<file path="src/rtl/sram_like_arbiter_if.sv">
// One sram-like port: request/address phase plus a data-return phase.
// master drives the request side, slave answers with handshakes and read data.
interface sram_like_arbiter_if;
  logic        req;
  logic        wr;
  logic [1:0]  size;
  logic [31:0] addr;
  logic [31:0] wdata;
  logic [31:0] rdata;
  logic        addr_ok;
  logic        data_ok;

  modport master (
    output req, wr, size, addr, wdata,
    input  rdata, addr_ok, data_ok
  );

  modport slave (
    input  req, wr, size, addr, wdata,
    output rdata, addr_ok, data_ok
  );
endinterface

</file>
<file path="src/rtl/sram_like_arbiter.sv">
// Shares one sram-like memory port between the instruction (0) and data (1) ports.
// One transaction in flight; the grant is held from request until data_ok.
module sram_like_arbiter #(
  parameter bit DATA_PRIORITY = 1'b1
) (
  input  logic                        clk,
  input  logic                        rst,
  sram_like_arbiter_if.slave          inst,
  sram_like_arbiter_if.slave          data,
  sram_like_arbiter_if.master         mem
);

  typedef enum logic [1:0] {IDLE, ADDR, DATA} state_t;

  state_t state_reg, state_next;
  logic   owner_reg, owner_next;
  logic   last_owner_reg, last_owner_next;

  logic        port_req     [2];
  logic        port_wr      [2];
  logic [1:0]  port_size    [2];
  logic [31:0] port_addr    [2];
  logic [31:0] port_wdata   [2];
  logic        port_addr_ok [2];
  logic        port_data_ok [2];

  logic route_addr_ok;
  logic route_data_ok;
  logic sel_req;

  assign port_req[0]   = inst.req;
  assign port_wr[0]    = inst.wr;
  assign port_size[0]  = inst.size;
  assign port_addr[0]  = inst.addr;
  assign port_wdata[0] = inst.wdata;
  assign port_req[1]   = data.req;
  assign port_wr[1]    = data.wr;
  assign port_size[1]  = data.size;
  assign port_addr[1]  = data.addr;
  assign port_wdata[1] = data.wdata;

  // Handshakes only ever reach the current owner.
  genvar gi;
  generate
    for (gi = 0; gi < 2; gi++) begin : g_route
      assign port_addr_ok[gi] = route_addr_ok && (owner_reg == 1'(gi));
      assign port_data_ok[gi] = route_data_ok && (owner_reg == 1'(gi));
    end
  endgenerate

  assign inst.addr_ok = port_addr_ok[0];
  assign inst.data_ok = port_data_ok[0];
  assign data.addr_ok = port_addr_ok[1];
  assign data.data_ok = port_data_ok[1];
  assign inst.rdata   = mem.rdata;
  assign data.rdata   = mem.rdata;

  assign sel_req = port_req[owner_reg];

  always_ff @(posedge clk or negedge rst) begin
    if (!rst) begin
      state_reg      <= IDLE;
      owner_reg      <= 1'b0;
      last_owner_reg <= 1'b0;
    end else begin
      state_reg      <= state_next;
      owner_reg      <= owner_next;
      last_owner_reg <= last_owner_next;
    end
  end

  always_comb begin
    state_next      = state_reg;
    owner_next      = owner_reg;
    last_owner_next = last_owner_reg;
    mem.req         = 1'b0;
    mem.wr          = 1'b0;
    mem.size        = 2'd0;
    mem.addr        = 32'd0;
    mem.wdata       = 32'd0;
    route_addr_ok   = 1'b0;
    route_data_ok   = 1'b0;

    case (state_reg)
      IDLE: begin
        if (port_req[0] || port_req[1]) begin
          state_next = ADDR;
          if (port_req[0] && port_req[1])
            owner_next = DATA_PRIORITY ? 1'b1 : ~last_owner_reg;
          else
            owner_next = port_req[1];
        end
      end
      ADDR: begin
        // If the owner drops req here, mem.req follows and we simply wait.
        mem.req   = sel_req;
        mem.wr    = port_wr[owner_reg];
        mem.size  = port_size[owner_reg];
        mem.addr  = port_addr[owner_reg];
        mem.wdata = port_wdata[owner_reg];
        if (sel_req && mem.addr_ok) begin
          route_addr_ok   = 1'b1;
          last_owner_next = owner_reg;
          if (mem.data_ok) begin
            route_data_ok = 1'b1;
            state_next    = IDLE;
          end else begin
            state_next    = DATA;
          end
        end
      end
      DATA: begin
        route_data_ok = mem.data_ok;
        if (mem.data_ok)
          state_next = IDLE;
      end
      default: state_next = IDLE;
    endcase
  end

endmodule

</file>
<file path="src/flat_wrapper.sv">
// flat-port wrapper written by rule: the top's interface ports become plain ports
module sram_like_arbiter_flat 
#(
  parameter bit DATA_PRIORITY = 1'b1
)
  (clk, rst, inst_req, inst_wr, inst_size, inst_addr, inst_wdata, inst_rdata, inst_addr_ok, inst_data_ok, data_req, data_wr, data_size, data_addr, data_wdata, data_rdata, data_addr_ok, data_data_ok, mem_req, mem_wr, mem_size, mem_addr, mem_wdata, mem_rdata, mem_addr_ok, mem_data_ok);
  sram_like_arbiter_if inst_i ();
  sram_like_arbiter_if data_i ();
  sram_like_arbiter_if mem_i ();
  input  logic clk;
  input  logic rst;
  input wire logic [$bits(inst_i.req)-1:0] inst_req;
  input wire logic [$bits(inst_i.wr)-1:0] inst_wr;
  input wire logic [$bits(inst_i.size)-1:0] inst_size;
  input wire logic [$bits(inst_i.addr)-1:0] inst_addr;
  input wire logic [$bits(inst_i.wdata)-1:0] inst_wdata;
  output wire logic [$bits(inst_i.rdata)-1:0] inst_rdata;
  output wire logic [$bits(inst_i.addr_ok)-1:0] inst_addr_ok;
  output wire logic [$bits(inst_i.data_ok)-1:0] inst_data_ok;
  input wire logic [$bits(data_i.req)-1:0] data_req;
  input wire logic [$bits(data_i.wr)-1:0] data_wr;
  input wire logic [$bits(data_i.size)-1:0] data_size;
  input wire logic [$bits(data_i.addr)-1:0] data_addr;
  input wire logic [$bits(data_i.wdata)-1:0] data_wdata;
  output wire logic [$bits(data_i.rdata)-1:0] data_rdata;
  output wire logic [$bits(data_i.addr_ok)-1:0] data_addr_ok;
  output wire logic [$bits(data_i.data_ok)-1:0] data_data_ok;
  output wire logic [$bits(mem_i.req)-1:0] mem_req;
  output wire logic [$bits(mem_i.wr)-1:0] mem_wr;
  output wire logic [$bits(mem_i.size)-1:0] mem_size;
  output wire logic [$bits(mem_i.addr)-1:0] mem_addr;
  output wire logic [$bits(mem_i.wdata)-1:0] mem_wdata;
  input wire logic [$bits(mem_i.rdata)-1:0] mem_rdata;
  input wire logic [$bits(mem_i.addr_ok)-1:0] mem_addr_ok;
  input wire logic [$bits(mem_i.data_ok)-1:0] mem_data_ok;
  assign inst_i.req = inst_req;
  assign inst_i.wr = inst_wr;
  assign inst_i.size = inst_size;
  assign inst_i.addr = inst_addr;
  assign inst_i.wdata = inst_wdata;
  assign inst_rdata = inst_i.rdata;
  assign inst_addr_ok = inst_i.addr_ok;
  assign inst_data_ok = inst_i.data_ok;
  assign data_i.req = data_req;
  assign data_i.wr = data_wr;
  assign data_i.size = data_size;
  assign data_i.addr = data_addr;
  assign data_i.wdata = data_wdata;
  assign data_rdata = data_i.rdata;
  assign data_addr_ok = data_i.addr_ok;
  assign data_data_ok = data_i.data_ok;
  assign mem_req = mem_i.req;
  assign mem_wr = mem_i.wr;
  assign mem_size = mem_i.size;
  assign mem_addr = mem_i.addr;
  assign mem_wdata = mem_i.wdata;
  assign mem_i.rdata = mem_rdata;
  assign mem_i.addr_ok = mem_addr_ok;
  assign mem_i.data_ok = mem_data_ok;
  sram_like_arbiter #(.DATA_PRIORITY(DATA_PRIORITY)) u_core (.clk(clk), .rst(rst), .inst(inst_i), .data(data_i), .mem(mem_i));
endmodule
</file>
<file path="config.mk">
export PLATFORM = sky130hd
export DESIGN_NAME = sram_like_arbiter_flat
export DESIGN_NICKNAME = d
export VERILOG_FILES = /design/src/rtl/sram_like_arbiter_if.sv /design/src/rtl/sram_like_arbiter.sv /design/src/flat_wrapper.sv
export SDC_FILE = /design/constraint.sdc
export NUM_CORES = 1
export LEC_CHECK = 0
export CAP_MARGIN = 20
export CORE_AREA = 2 2 119 121
export DETAILED_ROUTE_END_ITERATION = 8
export DIE_AREA = 0 0 121 123
export PLACE_DENSITY = 0.58
export REMOVE_ABC_BUFFERS = 1
export SETUP_SLACK_MARGIN = 0.02
export SLEW_MARGIN = 20
export SYNTH_ARGS = -nofsm -noshare
export SYNTH_HDL_FRONTEND = slang
export SYNTH_SLANG_ARGS = --single-unit
</file>
<file path="constraint.sdc">
create_clock -name clk -period 2.6 [get_ports clk]
set_clock_uncertainty 0.2 [all_clocks]
set_input_delay 0.26 -clock clk [delete_from_list [all_inputs] [get_ports clk]]
set_output_delay 0.26 -clock clk [all_outputs]
set_load 0.005 [all_outputs]
</file>
---- Yosys cells after proc, flatten, opt, wreduce, memory -nomap -nowiden ----
Cells that the tools add are included.
word-level totals
  register bits after elaboration ......... 3
  latch bits .............................. 0
  memory bits (writable) .................. 0
  memory bits (read-only) ................. 0
  input port bits ......................... 172
  output and inout port bits .............. 136
  memories kept ........................... 0
cells by class
  $add $sub $neg .......................... 0
  $mul .................................... 0
  divide/modulo/power cells ............... 0
  order comparisons ....................... 1
  eq/ne operators ......................... 5
  shifts and indexed selects .............. 0
  multiplexer cells ....................... 31
  bitwise logic cells ..................... 2
  reduce and logical (&&, ||, !) cells .... 10
operator list
  operator                                                                number
  32-bit two-way mux                                                      8
  2-bit two-way mux                                                       8
  1-bit two-way mux                                                       13
  1-bit logical AND                                                       6
  2-bit case mux with 3 select lines                                      1
  2-bit by 1-bit != test with 1-bit output (second input constant)        2
  3-bit AND reduction                                                     1
  2-bit by 1-bit equality test with 1-bit output (second input constant)  1
  2-bit equality test (second input constant)                             1
  2-bit >= comparator (second input constant)                             1
  2-bit zero test                                                         1
  2-bit != test (second input constant)                                   1
  1-bit NOT with 2-bit output                                             1
  1-bit case mux with 2 select lines                                      1
  2-bit AND reduction                                                     1
  1-bit logical OR                                                        1
  1-bit NOT                                                               1

---- Logic depth before layout (Yosys ltp) ----
Gate-level depths: netlist of run 1.
  word-level depth ........................ 8
  depth in mapped cells ................... 6
  depth with buffers taken out ............ 5

---- Worst setup path after synthesis of run 1 ----
OpenSTA, ideal clock, no wires.
  path kind ............................... reg2out
  from .................................... reg u_core.state_reg[0]
  to ...................................... out mem_size[0]
  data arrival time ....................... 1.379 ns
  required time ........................... 2.140 ns
  slack ................................... 0.761 ns
  cell stages (with the launch flop) ...... 6
  path through ............................ dfrtp_1 > ha_1 > inv_1 > clkbuf_1 > buf_1 > nor2_1
on the way
  cells in the longest elaborated chain, start to end .. 2
ends and longest elaborated chain
  what                                            line                     text
  from (decl)                                     sram_like_arbiter.sv:15  state_t state_reg, state_next;
  from (signal assigned)                          sram_like_arbiter.sv:66  state_reg <= state_next;
  2-bit by 1-bit equality test with 1-bit output  sram_like_arbiter.sv:84  case (state_reg)
  2-bit two-way mux                               sram_like_arbiter.sv:84
  to (decl)                                       flat_wrapper.sv:30       output wire logic [$bits(mem_i.size)-1:0] mem_size;
Every way passes these cells.

---- Worst setup path after layout of run 1 ----
  from .................................... reg u_core.state_reg[1]
  to ...................................... out mem_wdata[31]
on the way
  cells in the longest elaborated chain, start to end .. 2
ends and longest elaborated chain
  what                                            line                     text
  2-bit by 1-bit equality test with 1-bit output  sram_like_arbiter.sv:84
  32-bit two-way mux                              sram_like_arbiter.sv:84
  to (decl)                                       flat_wrapper.sv:32       output wire logic [$bits(mem_i.wdata)-1:0] mem_wdata;
Every way passes these cells.

==> results of run 1 <==
-- cell usage after synthesis (all sizes together) --
| cell type | instances |
|---|---|
| or3b | 1 |
| nand2b | 3 |
| mux2i | 68 |
| nor3b | 1 |
| and2 | 1 |
| and3 | 1 |
| buf | 72 |
| a31oi | 1 |
| dfrtp | 3 |
| nand2 | 2 |
| o2111a | 1 |
| nor3 | 1 |
| nor2b | 1 |
| nor2 | 67 |
| ha | 3 |
| a22o | 1 |
| mux2 | 2 |
| inv | 3 |
| clkbuf | 7 |
| nand3 | 1 |
-- where the power goes --
part	internal [mW]	switching (mW)
registers	0.0775	0.0304
clock network	0.202	0.0423
logic	1.55	1.04
-- cell families after synthesis --
logic type               share of synthesized area
AO/OA/AOI/OAI                              0.01514
multiplexers                                0.4095
AND/OR/NAND/NOR                             0.1860
adder cells (fa/ha/maj)                    0.02163
buffers and inverters                       0.3244
flip-flops                                 0.04326
-- worst max path at each step --
| stage | endpoint | depth (start not counted) | from | slack, ns |
|---|---|---|---|---|
| 2_1_floorplan | u_core.state_reg[0]$_DFFE_PN0P_ | 3 | u_core.owner_reg$_DFFE_PN0P_ | -1.03 |
| 3_3_place_gp | data_addr_ok | 5 | inst_req | 0.39 |
| 3_5_place_dp | data_addr_ok | 5 | inst_req | 0.36 |
| 4_1_cts | mem_wdata[31] | 6 | u_core.state_reg[1]$_DFFE_PN0P_ | 0.15 |
| 5_1_grt | mem_wdata[31] | 6 | u_core.state_reg[1]$_DFFE_PN0P_ | 0.09 |
| 6_report | mem_wdata[31] | 6 | u_core.state_reg[1]$_DFFE_PN0P_ | 0.22 |
-- metrics by stage --
step / cells / hold slack (ns) / power [mW] / cell area (µm²)
2_1_floorplan: 161 / -0.2356 / 1.358 / 1184
3_3_place_gp: 555 / 0.2597 / 2.707 / 3585
3_5_place_dp: 555 / 0.2638 / 2.724 / 3585
4_1_cts: 559 / 0.02341 / 2.988 / 3664
5_1_grt: 559 / 0.02928 / 3.189 / 3666
6_report: 559 / 0.02125 / 2.944 / 3666
-- routing by layer --
layer | part of all wire | up-vias | wire length (µm) | GRT usage
met5 | 0.016 | - | 148 | 0.09722
met4 | 0.0063 | 4 | 59 | 0.01672
met3 | 0.21 | 9 | 1925 | 0.1098
met2 | 0.39 | 220 | 3632 | 0.1563
met1 | 0.38 | 937 | 3552 | 0.1216
li1 | - | 1000 | - | -
-- timing repair --
item                       4_1_cts  5_1_grt
hold buffers                     0        0
setup endpoints to repair        0        1
gates resized for setup          0        1
-- area by class of cell --
class	instances	area [µm²]
multi-input combinational	155	1100
fill	1462	9946
sequential	3	78.83
timing repair buffer	214	2172
clock buffer	4	78.83
inverter	3	11.26
tap	180	225.2
-- layout by cell type (no fill, tap or decap), drive strengths merged, types with 2 or more instances in the layout --
master         instances
clkdlybuf4s50        211
mux2i                 68
nor2                  67
clkbuf                 4
nand2b                 3
buf                    3
inv                    3
ha                     3
dfrtp                  3
mux2                   2
nand2                  2
==> summary.md, run 1 <==
| Metric | Value |
|---|---|
| Status | `complete, no violations` |
| Mapped cell area | `1735 µm²` |
| DPL Wire Length | `7.861 mm` |
| Clock sink count | `3` |
| Leakage | `~1.5 nW` |
| Most area-consuming cells after synthesis | `mux2i_1, buf_4, nor2_1` |
| CTS buffer count | `3` |
| RSZ-0062 raised after global routing | `no` |
| Crit Path Category | `reg -> out` |
| Site Rows | `43` |
| Num ports | `308` |
| Core box area | `roughly 14,000 µm²` |
| CP required | `2.14 ns` |
| Syn Area/Cell | `around 7.2 µm²` |
| Final Cycle Share | `0.9163` |
| DR iter-0 viols | `48` |
| Via count | `2,170` |
| Slew @ Worst Pin | `0.2859 ns` |
| Setup ws final | `0.2177 ns` |
| Critical Path Source Type | `register` |
| First-pass GRT wire length | `about 13 mm` |
| Antenna violations before repair | `0` |
| CTS clk-pin slew, worst paths | `0.03 ns` |
| Crit path time final | `between 2 and 2.5 ns` |
| Fin nets | `between 500 and 600` |
| Worst hold-check path type | `in -> async` |
| R2r startpoint | `u_core.state_reg[0]$_DFFE_PN0P_` |
| Port bufs | `~210` |
| Overall die area | `14,880 µm²` |
| Vias/cell | `roughly 3.9` |
| CTS H-Tree Depth | `1` |
| WP data arrival | `between 1.5 and 2 ns` |
| Slew HR | `0.8094` |
| Netlist cell types | `23` |
| CP peak stage delay | `~0.52 ns` |
| Max FFs per register | `2` |
| Final setup TNS | `0 ns` |
| Top Family by Delay on Critical Path | `buffers and inverters` |
| Fmax | `419.8 MHz` |
| Crit-path cells | `inv_1, ha_2, inv_2, buf_12, nor2_1, clkdlybuf4s50_1` |
| Max FO, Critical Path | `66` |
| Area grow syn2layout | `111.2%` |
| Ys Warns | `0` |
| Wire per inst | `16.67 µm` |
| Post-CTS setup buffers | `0` |
| Total track usage | `0.1140` |
| CP endpoint kind | `output pin` |
| Post-synth top area share | `0.3922` |
| Clock Path Buffers | `2` |
| CP bufs+invs | `4` |
| Drt pass-1 iters | `4` |
| Worst Reg-to-Reg Cells | `5` |
| Post-route ant nets | `0` |
| Die height | `roughly 120 µm` |
| Cell taking the most area after synthesis | `mux2i_1` |
| Max_cap viols | `0` |
| R2R setup slack | `between 0.6 and 0.7 ns` |
| Largest net degree at the start of global routing | `67` |
| Clock Latency Late Sink | `0.23 ns` |
| Starting Density | `0.1275` |
| Reg2reg end | `u_core.state_reg[0]$_DFFE_PN0P_` |
| Wirelength, routed | `just over 9 mm` |
| Die Span X | `121 µm` |
| PD cells | `803.0 nW/µm²` |
| CTS tree | `built` |
| Max rail drop VDD | `352.1 µV` |
| Vias in the first global route | `2,186` |
| Layout cells sized above 1 | `0.03166` |
| Root buffer cell | `clkbuf_16` |
| Slowest CP cell | `clkdlybuf4s50_1` |
| Antenna diodes | `0` |
| Setup violators final | `0` |
| Final global-route overflow total | `0` |
| Sequential element share of the synthesized area | `0.04326` |
| Residual DRC | `0` |
| Final design utilization | `0.2693` |
| Final Hold Vio Count | `0` |
| Slew Viols, Final | `0` |
| Synth Instances | `240` |
| Pre-CTS WS | `~0.36 ns` |
| Final Wtd Congestion | `between 0.7 and 0.8` |
| #FFs+latches synth | `3` |
Power figures use the tool's default switching activity.
==> inputs of run 2 (changes only) <==
--- a/config.mk
+++ b/config.mk
@@ -6,9 +6,9 @@
 export NUM_CORES = 1
 export LEC_CHECK = 0
 export CAP_MARGIN = 20
-export CORE_AREA = 2 2 119 121
+export CORE_AREA = 3 3 120 122
 export DETAILED_ROUTE_END_ITERATION = 8
-export DIE_AREA = 0 0 121 123
+export DIE_AREA = 0 0 123 125
 export PLACE_DENSITY = 0.58
 export REMOVE_ABC_BUFFERS = 1
 export SETUP_SLACK_MARGIN = 0.02
==> run 2 against run 1 <==
  * Utilization is 0.60 points higher
  * Die area is 3.3% higher
  * Global-route usage is 1.1 points higher
  * Wire length is 11% higher
  * Critical endpoint is now mem_wdata[16]
  * Largest power group unchanged
  * Setup slack worse by 0.014 ns
  * First-iteration DRC count is 71% higher
==> summary.md, run 2 (synthesis results as in run 1) <==
| Metric | Value |
|---|---|
| Slew @ Worst Pin | `0.3267 ns (+0.04079 ns)` |
| Final Cycle Share | `0.9217 (+0.005447)` |
| Max FO, Critical Path | `67 (+1.5%)` |
| Setup ws final | `0.2036 ns (-0.01416 ns)` |
| Antenna violations before repair | `0 (unchanged)` |
| PD cells | `814.1 nW/µm² (+1.4%)` |
| Core box area | `13,300 µm² (-2.3%)` |
| CTS H-Tree Depth | `1 (unchanged)` |
| Site Rows | `42 (-2.3%)` |
| Post-route ant nets | `0 (unchanged)` |
| CTS buffer count | `3 (unchanged)` |
| WP data arrival | `1.94 ns (+0.02 ns)` |
| Crit path time final | `2.396 ns (+0.01416 ns)` |
| Slew Viols, Final | `0 (unchanged)` |
| Final setup TNS | `0 ns (unchanged)` |
| DR iter-0 viols | `82 (+71%)` |
| Commonest non-fill, non-tap cell in the layout | `clkdlybuf4s50_1` |
| Residual DRC | `0 (unchanged)` |
| Die height | `125 µm (+1.6%)` |
| Starting Density | `0.1305 (+0.003036)` |
| Vias in the first global route | `2,312 (+5.8%)` |
| Slew HR | `0.7822 (-0.02719)` |
| Critical Path Source Type | `register` |
| Max FFs per register | `2 (unchanged)` |
| First-pass GRT wire length | `14.50 mm (+15%)` |
| CTS clk-pin slew, worst paths | `0.03 ns (about the same)` |
| Fmax | `417.3 MHz (-0.59%)` |
| Worst hold-check path type | `in -> async` |
| Clock sink count | `3 (unchanged)` |
| Overall die area | `15,380 µm² (+3.3%)` |
| CP endpoint kind | `output pin` |
| Drt pass-1 iters | `4 (unchanged)` |
| Final global-route overflow total | `0 (unchanged)` |
| Cell Count, Final, Fillers Out | `555 (-0.72%)` |
| Final Wtd Congestion | `0.8169 (+10%)` |
| CTS tree | `built` |
| DPL Wire Length | `8.997 mm (+14%)` |
| Total track usage | `0.1251 (+0.01117)` |
| Max_cap viols | `0 (unchanged)` |
| Total Power | `2.981 mW (+1.2%)` |
| Pre-CTS WS | `0.3301 ns (-0.02651 ns)` |
| Setup violators final | `0 (unchanged)` |
| Wire per inst | `18.61 µm (+12%)` |
| Clock Latency Late Sink | `0.22 ns (about the same)` |
| Max rail drop VDD | `454.5 µV (+29%)` |
| Die Span X | `123 µm (+1.7%)` |
| Commonest non-fill, non-tap cells in the layout | `clkdlybuf4s50_1, mux2i_1, nor2_1` |
| Antenna diodes | `0 (unchanged)` |
| Status | `complete, no violations` |
| Leakage | `1.539 nW (unchanged)` |
| Area grow syn2layout | `111.0%` |
| Port bufs | `211 (unchanged)` |
| Fin nets | `555 (unchanged)` |
| Largest net degree at the start of global routing | `68 (+1.5%)` |
| Crit Path Category | `reg -> out` |
| Root buffer cell | `clkbuf_16` |
| Via count | `2,148 (-1.0%)` |
| CP required | `2.14 ns (about the same)` |
| Placed insts | `551 (-0.72%)` |
| Post-CTS setup buffers | `0 (unchanged)` |
| Clock Path Buffers | `2 (unchanged)` |
| Vias/cell | `3.870 (-0.30%)` |
| RSZ-0062 raised after global routing | `no` |
| Final Hold Vio Count | `0 (unchanged)` |
| Wirelength, routed | `10.33 mm (+11%)` |
| Layout cells sized above 1 | `0.03166 (unchanged)` |
| Num ports | `308 (unchanged)` |
[run 2: cell counts in the layout (fill, tap and decap cells not counted)]
No cell type changed its count.
[run 2: metal layers]
| metal | share of wire | routed length (µm) | up-vias | global-route usage |
|---|---|---|---|---|
| met3 | 0.20 | 2046 | 4 | 0.1089 |
| met2 | 0.43 | 4407 | 162 | 0.1859 |
| met5 | 0.0093 | 96 | - | 0.05263 |
| met4 | 0.00048 | 5 | 2 | 0.003909 |
| met1 | 0.37 | 3772 | 978 | 0.1402 |
| li1 | - | - | 1002 | - |
[run 2: cell type report]
cell class | count | area [µm²]
Fill cell | 1442 | 9634
Multi-Input combinational cell | 155 | 1100
Clock buffer | 4 | 78.83
Sequential cell | 3 | 78.83
Timing Repair Buffer | 214 | 2172
Tap cell | 176 | 220.2
Inverter | 3 | 11.26
[run 2: stage by stage]
stage	utilization	hold WS (ns)	area, µm²
CTS	0.2752	0.03393	3659
detailed placement	0.2692	0.2643	3580
global placement	0.2692	0.2601	3580
floorplan	-	-0.2356	1184
finish	0.2754	0.03186	3661
global route	0.2754	0.04530	3661
[run 2: final timing paths]
check,start,to,slack [ns],depth (start not counted)
hold / removal,rst,u_core.owner_reg$_DFFE_PN0P_,0.03,1
max in group asynchronous,rst,u_core.owner_reg$_DFFE_PN0P_,2.00,1
hold reg to reg,u_core.state_reg[0]$_DFFE_PN0P_,u_core.state_reg[0]$_DFFE_PN0P_,0.37,1
setup / recovery,u_core.state_reg[1]$_DFFE_PN0P_,mem_wdata[16],0.20,6
setup reg to reg,u_core.state_reg[0]$_DFFE_PN0P_,u_core.state_reg[0]$_DFFE_PN0P_,0.64,5
min in group clk,mem_rdata[17],inst_rdata[17],0.32,0
[run 2: report_power, final]
part           total (mW)  internal (mW)  switching (mW)  leakage (nW)
sequential          0.109         0.0775          0.0311        0.0357
clock               0.242          0.202          0.0398        0.0382
combinational        2.63           1.55            1.08          1.47
total                2.98           1.83            1.15          1.54
[run 2: critical path, cell delays in order, from the launching register on]
cell and delay, ns:
dfrtp_1 0.37, inv_1 0.10, ha_2 0.25, inv_2 0.06, buf_12 0.17, nor2_1 0.17, clkdlybuf4s50_1 0.52
[run 2: what timing repair did]
item | in CTS | in global routing
setup endpoints to repair | 0 | 7
gates resized for setup | 0 | 1
hold buffers | 0 | 0
